==> src/rtl/fetch_pkg.sv <==
// Shared state encoding and constants for the byte fetch unit and its word assembler.
package fetch_pkg;

    typedef enum logic [1:0] {
        IDLE,
        FETCH,
        VALID,
        HALT
    } fetch_state_t;

    localparam logic [7:0] HALT_BYTE   = 8'hFF;
    localparam int         INSTR_BYTES = 4;
    localparam int         CNT_W       = 3;

    function automatic logic is_halt_byte(input logic [7:0] b);
        return b == HALT_BYTE;
    endfunction

endpackage

==> src/rtl/fetch_word_assembler.sv <==
// Lane-indexed byte capture register; word_o already reflects a byte being captured
// this cycle so the fetch FSM can register the complete word on the final capture.
module fetch_word_assembler
    import fetch_pkg::*;
(
    input  logic        clk,
    input  logic        rst_n,
    input  logic        clear_i,
    input  logic        capture_i,
    input  logic [1:0]  lane_i,
    input  logic [7:0]  byte_i,
    output logic [31:0] word_o
);

    logic [INSTR_BYTES-1:0][7:0] lanes_q;
    logic [INSTR_BYTES-1:0][7:0] lanes_d;

    always_comb begin
        lanes_d = lanes_q;
        if (clear_i) begin
            lanes_d = '0;
        end else if (capture_i) begin
            lanes_d[lane_i] = byte_i;
        end
    end

    always_ff @(posedge clk or negedge rst_n) begin
        if (!rst_n) begin
            lanes_q <= '0;
        end else begin
            lanes_q <= lanes_d;
        end
    end

    assign word_o = lanes_d;

endmodule

==> src/rtl/byte_fetch_unit.sv <==
// Fetches bytes from program memory and assembles little-endian 32-bit words for decode.
// Define FETCH_HALT_DETECT_EN to stop on a 0xFF marker at a word boundary.
module byte_fetch_unit
    import fetch_pkg::*;
#(
    parameter int                ADDR_W   = 10,
    parameter logic [ADDR_W-1:0] RESET_PC = '0
) (
    input  logic              clk,
    input  logic              rst_n,
    input  logic              enable,
    output logic              mem_rd,
    output logic [ADDR_W-1:0] mem_addr,
    input  logic [7:0]        mem_rdata,
    output logic              instr_valid,
    output logic [31:0]       instr,
    output logic [ADDR_W-1:0] instr_pc,
    input  logic              instr_ready,
    input  logic              redirect,
    input  logic [ADDR_W-1:0] redirect_pc,
    output logic              halted
);

    localparam logic [CNT_W-1:0] LAST_CNT = CNT_W'(INSTR_BYTES);

    fetch_state_t      state_q;
    logic [ADDR_W-1:0] pc_q;
    logic [CNT_W-1:0]  byte_cnt_q;
    logic              mem_rd_q;
    logic [ADDR_W-1:0] mem_addr_q;
    logic              instr_valid_q;
    logic [31:0]       instr_q;
    logic [ADDR_W-1:0] instr_pc_q;
    logic              halted_q;

    logic [ADDR_W-1:0] fetch_base_d;
    logic [ADDR_W-1:0] next_addr_d;
    logic [ADDR_W-1:0] pc_plus4_d;
    logic              start_d;
    logic              handshake_d;
    logic              asm_clear_d;
    logic              asm_capture_d;
    logic [1:0]        asm_lane_d;
    logic [31:0]       asm_word_d;
    logic              halt_hit_d;

    // Read strobe/address are registered one cycle ahead, so they are derived
    // from the count the FSM is about to move into.
    always_comb begin
        fetch_base_d  = redirect ? redirect_pc : pc_q;
        next_addr_d   = pc_q + ADDR_W'(byte_cnt_q + 3'd1);
        pc_plus4_d    = pc_q + ADDR_W'(INSTR_BYTES);
        start_d       = (state_q == IDLE) && enable;
        handshake_d   = (state_q == VALID) && instr_ready;
        asm_clear_d   = start_d || handshake_d || (redirect && (state_q != IDLE));
        asm_capture_d = (state_q == FETCH) && !redirect && (byte_cnt_q != '0);
        asm_lane_d    = byte_cnt_q[1:0] - 2'd1;
`ifdef FETCH_HALT_DETECT_EN
        halt_hit_d    = (state_q == FETCH) && !redirect && (byte_cnt_q == 3'd1)
                        && is_halt_byte(mem_rdata);
`else
        halt_hit_d    = 1'b0;
`endif
    end

    fetch_word_assembler u_assembler (
        .clk       (clk),
        .rst_n     (rst_n),
        .clear_i   (asm_clear_d),
        .capture_i (asm_capture_d),
        .lane_i    (asm_lane_d),
        .byte_i    (mem_rdata),
        .word_o    (asm_word_d)
    );

    always_ff @(posedge clk or negedge rst_n) begin
        if (!rst_n) begin
            state_q       <= IDLE;
            pc_q          <= RESET_PC;
            byte_cnt_q    <= '0;
            mem_rd_q      <= 1'b0;
            mem_addr_q    <= '0;
            instr_valid_q <= 1'b0;
            instr_q       <= '0;
            instr_pc_q    <= '0;
            halted_q      <= 1'b0;
        end else if (redirect && (state_q != IDLE)) begin
            // Restarting at byte 0 also drops any byte returning from the old stream.
            state_q       <= FETCH;
            pc_q          <= redirect_pc;
            byte_cnt_q    <= '0;
            mem_rd_q      <= 1'b1;
            mem_addr_q    <= redirect_pc;
            instr_valid_q <= 1'b0;
            halted_q      <= 1'b0;
        end else begin
            case (state_q)
                IDLE: begin
                    if (redirect) begin
                        pc_q <= redirect_pc;
                    end
                    if (enable) begin
                        state_q    <= FETCH;
                        byte_cnt_q <= '0;
                        mem_rd_q   <= 1'b1;
                        mem_addr_q <= fetch_base_d;
                    end
                end
                FETCH: begin
                    if (byte_cnt_q == LAST_CNT) begin
                        state_q       <= VALID;
                        byte_cnt_q    <= '0;
                        mem_rd_q      <= 1'b0;
                        instr_valid_q <= 1'b1;
                        instr_q       <= asm_word_d;
                        instr_pc_q    <= pc_q;
                    end else if (halt_hit_d) begin
                        state_q    <= HALT;
                        byte_cnt_q <= '0;
                        mem_rd_q   <= 1'b0;
                        halted_q   <= 1'b1;
                    end else begin
                        byte_cnt_q <= byte_cnt_q + 3'd1;
                        mem_rd_q   <= (byte_cnt_q != (LAST_CNT - 3'd1));
                        mem_addr_q <= next_addr_d;
                    end
                end
                VALID: begin
                    if (instr_ready) begin
                        state_q       <= FETCH;
                        pc_q          <= pc_plus4_d;
                        byte_cnt_q    <= '0;
                        mem_rd_q      <= 1'b1;
                        mem_addr_q    <= pc_plus4_d;
                        instr_valid_q <= 1'b0;
                    end
                end
                HALT: begin
                    mem_rd_q <= 1'b0;
                    halted_q <= 1'b1;
                end
                default: begin
                    state_q <= IDLE;
                end
            endcase
        end
    end

    assign mem_rd      = mem_rd_q;
    assign mem_addr    = mem_addr_q;
    assign instr_valid = instr_valid_q;
    assign instr       = instr_q;
    assign instr_pc    = instr_pc_q;
    assign halted      = halted_q;

endmodule

==> config.mk <==
export PLATFORM = sky130hd
export DESIGN_NAME = byte_fetch_unit
export DESIGN_NICKNAME = d
export VERILOG_FILES = /design/src/rtl/fetch_pkg.sv /design/src/rtl/fetch_word_assembler.sv /design/src/rtl/byte_fetch_unit.sv
export SDC_FILE = /design/constraint.sdc
export NUM_CORES = 1
export LEC_CHECK = 0
export CORE_MARGIN = 4
export CORE_UTILIZATION = 49
export DETAILED_ROUTE_END_ITERATION = 8
export PLACE_DENSITY_LB_ADDON = 0.1
export SYNTH_ARGS = -nofsm -noshare
export SYNTH_HDL_FRONTEND = slang
export SYNTH_SLANG_ARGS = --single-unit
==> constraint.sdc <==
create_clock -name clk -period 1.91 [get_ports clk]
set_input_delay 0.382 -clock clk [delete_from_list [all_inputs] [get_ports clk]]
set_output_delay 0.382 -clock clk [all_outputs]
set_load 0.05 [all_outputs]
# Yosys cells after proc, flatten, opt, wreduce, memory -nomap -nowiden
# Index checks and enable logic that the tools add are counted.
[totals]
reg_bits = 102
latchBits = 0
mem_bits_rw = 0
romBits = 0
inputBits = 23
out_inout_bits = 55
elab_cells = 87
n_memories = 0
[classes]
addsub = 5
n_mul = 0
div = 0
n_lt_le_gt_ge = 2
eq_ne = 9
shifts = 0
mux = 34
bitwise_logic = 1
reduce_logical = 23
[ops]
columns = ["cell", "count"]
rows = [
  ["$mux W32", 2],
  ["$mux W10", 6],
  ["$bwmux W32", 1],
  ["$pmux W10 S3", 1],
  ["$pmux W10 S2", 1],
  ["$demux W8 S2", 1],
  ["$mux W3", 4],
  ["$ne A3 B2 Y1 const B", 4],
  ["$add A10 B3 Y10 const B", 1],
  ["$add A10 B4 Y10", 1],
  ["$mux W1", 9],
  ["$pmux W3 S3", 1],
  ["$reduce_and A3 Y1", 3],
  ["$reduce_bool A3 Y1", 3],
  ["$mux W2", 4],
  ["$mux W8", 1],
  ["$reduce_and A4 Y1", 2],
  ["$logic_and A1 B1 Y1", 6],
  ["$pmux W2 S3", 1],
  ["$add A3 B1 Y4 const B", 1],
  ["$eq A2 B2 Y1 const B", 2],
  ["$pmux W1 S4", 1],
  ["$reduce_and A2 Y1", 2],
  ["$reduce_bool A2 Y1", 2],
  ["13 further kinds", 14],
]

# Depth between registers and ports, before layout
[logic_depth]
word_depth = 8
mapped_depth = 10
mapped_depth_nobuf = 10

# Modules after synthesis
# From an unflattened synthesis, not the netlist that was laid out.
[hier_totals]
hier_cells = 583
area_unflattened_um2 = 5420.2
[by_module_without_submodules]
columns = ["module", "n_inst", "cells_each", "area_per_inst_um2", "seq_area_each_um2"]
rows = [
  ["byte_fetch_unit", 1, 467, 3976.3, 1751.7],
  ["fetch_word_assembler", 1, 116, 1443.9, 800.8],
]

# Worst setup path before layout
# OpenSTA, ideal clock, no wires.
[synth_path]
path_type = "register to register"
startpoint = "reg byte_cnt_q[0]"
endpoint = "reg mem_addr_q[4] (netlist: mem_addr[4])"
setup_ns = 0.122
arrival_time_ns = 1.996
required_time_ns = 1.788
path_slack_ns = -0.208
path_stages_with_launch = 11
n_path_buf = 0
synth_period_minus_slack_ns = 2.118
cell_sequence = "dfrtp_1 > inv_1 > ha_1 > inv_1 > fa_1 > a21oi_1 > nand2b_1 > xnor2_1 > a221o_1 > a22oi_1 > o21ai_1"
[synth_between]
elab_chain_len = 5
elab_cells_between_ends = 8
cone_classes = "2 x add/sub; 2 x eq/ne; 3 x mux; 1 x reduce/logical"
[synth_rtl]
columns = ["item", "line", "source"]
rows = [
  ["start, declared", "byte_fetch_unit.sv:28", "logic [CNT_W-1:0] byte_cnt_q;"],
  ["start signal, assigned", "byte_fetch_unit.sv:123", "byte_cnt_q <= byte_cnt_q + 3'd1;"],
  ["$add A3 B1 Y4", "byte_fetch_unit.sv:51", "next_addr_d = pc_q + ADDR_W'(byte_cnt_q + 3'd1);"],
  ["$add A10 B4 Y10", "byte_fetch_unit.sv:51", ""],
  ["$mux W10", "byte_fetch_unit.sv:110", "if (byte_cnt_q == LAST_CNT) begin"],
  ["$pmux W10 S3", "byte_fetch_unit.sv:97", "case (state_q)"],
  ["$mux W10", "byte_fetch_unit.sv:87", "end else if (redirect && (state_q != IDLE)) begin"],
  ["end signal, assigned", "byte_fetch_unit.sv:93", "mem_addr_q <= redirect_pc;"],
  ["end signal, assigned", "byte_fetch_unit.sv:106", "mem_addr_q <= fetch_base_d;"],
  ["end signal, assigned", "byte_fetch_unit.sv:125", "mem_addr_q <= next_addr_d;"],
  ["end, declared", "byte_fetch_unit.sv:30", "logic [ADDR_W-1:0] mem_addr_q;"],
]
# Several ways; a longest one is shown, not always the timed one. The select of a mux whose other input is x is not followed.
# A chain may end at the register's enable or synchronous reset.

# Final worst setup path
[layout_path]
startpoint = "reg state_q[0]"
endpoint = "reg state_q[0]"
[layout_between]
elab_chain_len = 4
elab_cells_between_ends = 12
cone_classes = "5 x eq/ne; 2 x mux; 5 x reduce/logical"
[layout_rtl]
columns = ["item", "line", "source"]
rows = [
  ["start, declared", "byte_fetch_unit.sv:26", "fetch_state_t state_q;"],
  ["start signal, assigned", "byte_fetch_unit.sv:78", "state_q <= IDLE;"],
  ["start signal, assigned", "byte_fetch_unit.sv:89", "state_q <= FETCH;"],
  ["start signal, assigned", "byte_fetch_unit.sv:103", "state_q <= FETCH;"],
  ["$reduce_bool A2 Y1", "byte_fetch_unit.sv:87", ""],
  ["$logic_and A1 B1 Y1", "byte_fetch_unit.sv:87", ""],
  ["$ne A3 B2 Y1 (no line) or $reduce_bool A4 Y1 (tied branches)", "n/a", ""],
  ["$reduce_and A4 Y1 (no line)", "n/a", ""],
]
# Several ways; a longest one is shown, not always the timed one.

==> flow_metrics.py <==
metrics = {
    "worst_setup_path": {
        "worstPathMaxFanout": 7,
        "startpoint_type": "flip-flop",
        "arrival_ps": 2350,
        "slowest_stage": "dfrtp_2",
        "regToRegStartpoint": "state_q[0]",
        "slowest_delay_ps": 440,
        "crit_chain": "inv_4 -> ha_4 -> buf_8 -> buf_6 -> buf_6 -> a211oi_4 -> buf_6 -> nand3_4 -> a22o_1",
        "cp-startpoint": "state_q[0]",
        "end_kind": "flip-flop",
        "worstSetupPathType": "reg -> reg",
        "cp_common_cell": "buf_6",
        "r2r_cells": 9,
        "r2r_slack_ps": -170,
        "cp.required_ps": 2180,
        "r2r_end": "state_q[0]",
    },
    "die": {
        "start_util_pct": 50.3,
        "core_area_mm2": 0.0103,
        "die_area_mm2": 0.0123,
        "fp.dieW_um": 111,
        "num_rows": 37,
        "io_pins": 78,
        "die_y_um": 111,
    },
    "placed_design": {
        "hpwlAfterDp_um": 10200,
        "dpl_cell_area_mm2": 0.00653,
        "place.gp.congestion": 0.873,
        "io_buffers": 77,
    },
    "final_layout": {
        "regArea_mm2": 0.00255,
        "fin_area_mm2": 0.00785,
        "fillers": 684,
        "antenna_cells": 0,
        "multi_input_area_mm2": 0.00311,
        "fin_nets": 720,
        "area_growth_pct": 51.0,
        "drive_above_1_share_pct": 44.3,
    },
    "detailed_routing": {
        "antenna_left": 0,
        "route.detailed.drc": 0,
        "wirelength_um": 16300,
        "drtIter0Drc": 320,
        "routedWlPerCell_um": 19.7,
        "first_pass_iters": 8,
        "viasPerCell": 5.70,
        "vias": 4705,
    },
    "yosys": {
        "synth.top_cells.by_area": "dfrtp_1, nand2_1, mux2i_1",
        "synth_area_mm2": 0.00520,
        "synth_cells": 521,
        "syn-num-nets": 557,
        "synth_seq_area_share_pct": 49.1,
        "yosysMostFrequentCell": "dfrtp_1",
        "synth-seq-cells": 102,
        "synth_edf_count": 0,
        "yosysWarnings": 0,
        "synth_top_area_share_pct": 49.1,
        "synthArstFlopShare_pct": 100,
        "ys.flop_type": "dfrtp_1",
        "synth.distinct_cells": 50,
        "synthXorXnorAreaFrac_pct": 2.36,
        "syn_area_per_cell_um2": 9.97,
        "synthMuxAreaShare_pct": 8.74,
        "synthSimpleGateAreaFrac_pct": 13.4,
        "yosys-top-cells-count": "dfrtp_1, nand2_1, nor2_1, a21oi_1, mux2i_1",
        "synth_compound_gate_area_share_pct": 18.2,
        "synth_top_family_by_area": "compound AO/OA/AOI/OAI gates",
        "synth_fa_ha_area_share_pct": 3.27,
        "yosys.area.top_type": "dfrtp_1",
    },
    "cts": {
        "clockRootBuffer": "clkbuf_8",
        "cts-htree-levels": 3,
        "cts_tree": "yes",
        "cts.clk_slew.worst_paths_ps": 110,
        "clk_path_buf_depth": 2,
        "numClockSinks": 102,
        "worstSkewPairLatency_ps": 380,
        "numCtsBuffers": 9,
    },
    "status": {
        "status": "finished, violations left",
        "violations": "negative setup slack",
    },
    "power": {
        "ir_worst_vdd_v": 0.000905,
        "leakage_nw": 3.62,
        "pwr_density_cell_mw_per_mm2": 1130,
    },
    "global_route": {
        "grt_max_degree": 39,
        "grt_usage_pct": 23.2,
        "grt_pass1_vias": 4511,
        "grt_overflow": 0,
        "grt_pass1_wl_um": 23200,
        "antenna_found_initial": 0,
    },
    "sta": {
        "finalSetupViolations": 51,
        "period_minus_slack_ps": 2080,
        "timing.slew.headroom_pct": 66.6,
        "rsz0062_at_grt": "true",
        "tns_ps": -3250,
        "final-max-slew-violation-count": 0,
        "layout_setup_ws_ps": -173,
        "hold_violations": 0,
        "worstMarginPinSlew_ps": 503,
        "min_period_over_period_pct": 109,
        "fin_skew_ps": 15.7,
        "clock.fmax_mhz": 480,
    },
    "hold_path": {
        "hp-class": "in -> async",
    },
    "flow_run": {
        "drv_cap": 0,
    },
}
routing by layer:
| metal | up-vias | wire length [um] | GRT usage, % |
|---|---|---|---|
| met5 | - | 0 | 0 |
| li1 | 2177 | - | - |
| met4 | 0 | 261 | 5.50 |
| met3 | 25 | 1120 | 4.26 |
| met1 | 2310 | 7200 | 34.2 |
| met2 | 193 | 7680 | 35.6 |
logic make-up after synthesis:
| kind of cell | count (synthesis) |
|---|---|
| AO/OA/AOI/OAI | 139 |
| buffers and inverters | 50 |
| XOR/XNOR | 14 |
| flip-flops | 102 |
| multiplexers | 43 |
| adder cells (fa/ha/maj) | 13 |
| AND/OR/NAND/NOR | 160 |
sequential cells by signal (all words and copies together) (netlist names):
register             flops
instr                   32
u_assembler.lanes_q     32
instr_pc                10
mem_addr                10
pc_q                    10
byte_cnt_q               3
state_q                  2
halted                   1
instr_valid              1
mem_rd                   1
critical path, delay by kind of cell (launching register included):
| family | cells | cell delay [ps] |
|---|---|---|
| buffers and inverters | 5 | 650 |
| AO/OA/AOI/OAI | 2 | 600 |
| flip-flops | 1 | 440 |
| adder cells (fa/ha/maj) | 1 | 180 |
| AND/OR/NAND/NOR | 1 | 90 |
timing repair:
item                                    CTS  global route
gates cloned                              0             7
hold buffers                              1             0
gates resized for setup                  31           154
endpoints found under the hold margin    28             0
pin swaps                                 7            41
endpoints found under the setup margin   96            95
setup buffers                             2            23
cells in the final DEF, fill, tap and decap left out, types with 3 or more instances in the layout:
cell | netlist | final
o21ai_0 | 22 | 18
xnor2_1 | 6 | 5
o21a_1 | 6 | 6
dlygate4sd2_1 | 0 | 14
a21oi_2 | 2 | 13
xor2_1 | 8 | 7
nand2_1 | 67 | 50
nand3_1 | 12 | 10
a22o_1 | 3 | 3
nand2_8 | 0 | 4
a211o_1 | 5 | 5
a22oi_2 | 0 | 3
o21ai_1 | 4 | 7
dfrtp_1 | 102 | 101
nand4_1 | 3 | 3
inv_2 | 2 | 7
ha_1 | 12 | 7
nor2_1 | 46 | 43
o221ai_2 | 0 | 3
nand2_4 | 0 | 5
buf_6 | 5 | 20
buf_4 | 4 | 118
mux2_2 | 19 | 19
mux2i_2 | 0 | 4
mux2i_1 | 24 | 15
o31ai_2 | 4 | 12
buf_12 | 0 | 10
o221ai_1 | 9 | 5
o31ai_4 | 0 | 12
mux2i_4 | 0 | 5
a21oi_1 | 37 | 25
clkdlybuf4s50_1 | 0 | 21
clkbuf_8 | 0 | 10
ha_4 | 0 | 5
nand2_2 | 5 | 13
inv_1 | 10 | 4
nand2b_1 | 8 | 5
nor3_1 | 9 | 8
clkbuf_16 | 0 | 4
nand2b_4 | 0 | 3
how the worst max path moves through the flow:
stage | end | slack, ps | depth (start not counted)
after floorplan | mem_addr[4] | -100 | 10
after global placement | instr[10] | -390 | 7
after detailed placement | instr[10] | -470 | 7
after CTS | mem_addr[4] | -130 | 10
after global routing | mem_addr[6] | -220 | 11
final | state_q[0] | -170 | 9
stage by stage:
stage / hold WS [ps] / instances / total power [W] / util, % / setup slack [ps]
final: 480 / 825 / 0.00891 / 76.0 / -173
after global routing: 499 / 825 / 0.00937 / 76.0 / -219
after CTS: 486 / 795 / 0.00798 / 65.7 / -126
after detailed placement: 354 / 776 / 0.00659 / 63.3 / -474
after global placement: 347 / 776 / 0.00651 / 63.3 / -386
after floorplan: 86.4 / 521 / 0.00523 / - / -102
report_power, final:
part           internal (W)  switching, W  leakage (nW)
Sequential          0.00253      0.000275          1.35
Combinational       0.00198       0.00282          2.18
Clock              0.000518      0.000788        0.0930
Total               0.00503       0.00388          3.62
cell type report:
class                      instances  share of cell area (%)
clock inverter                     6                   0.558
clock buffer                      10                    1.75
multi-input combinational        369                    39.6
tap                              136                    2.17
inverter                          12                   0.606
sequential                       102                    32.5
timing repair buffer             190                    22.7
(Power assumes the default switching activity.)
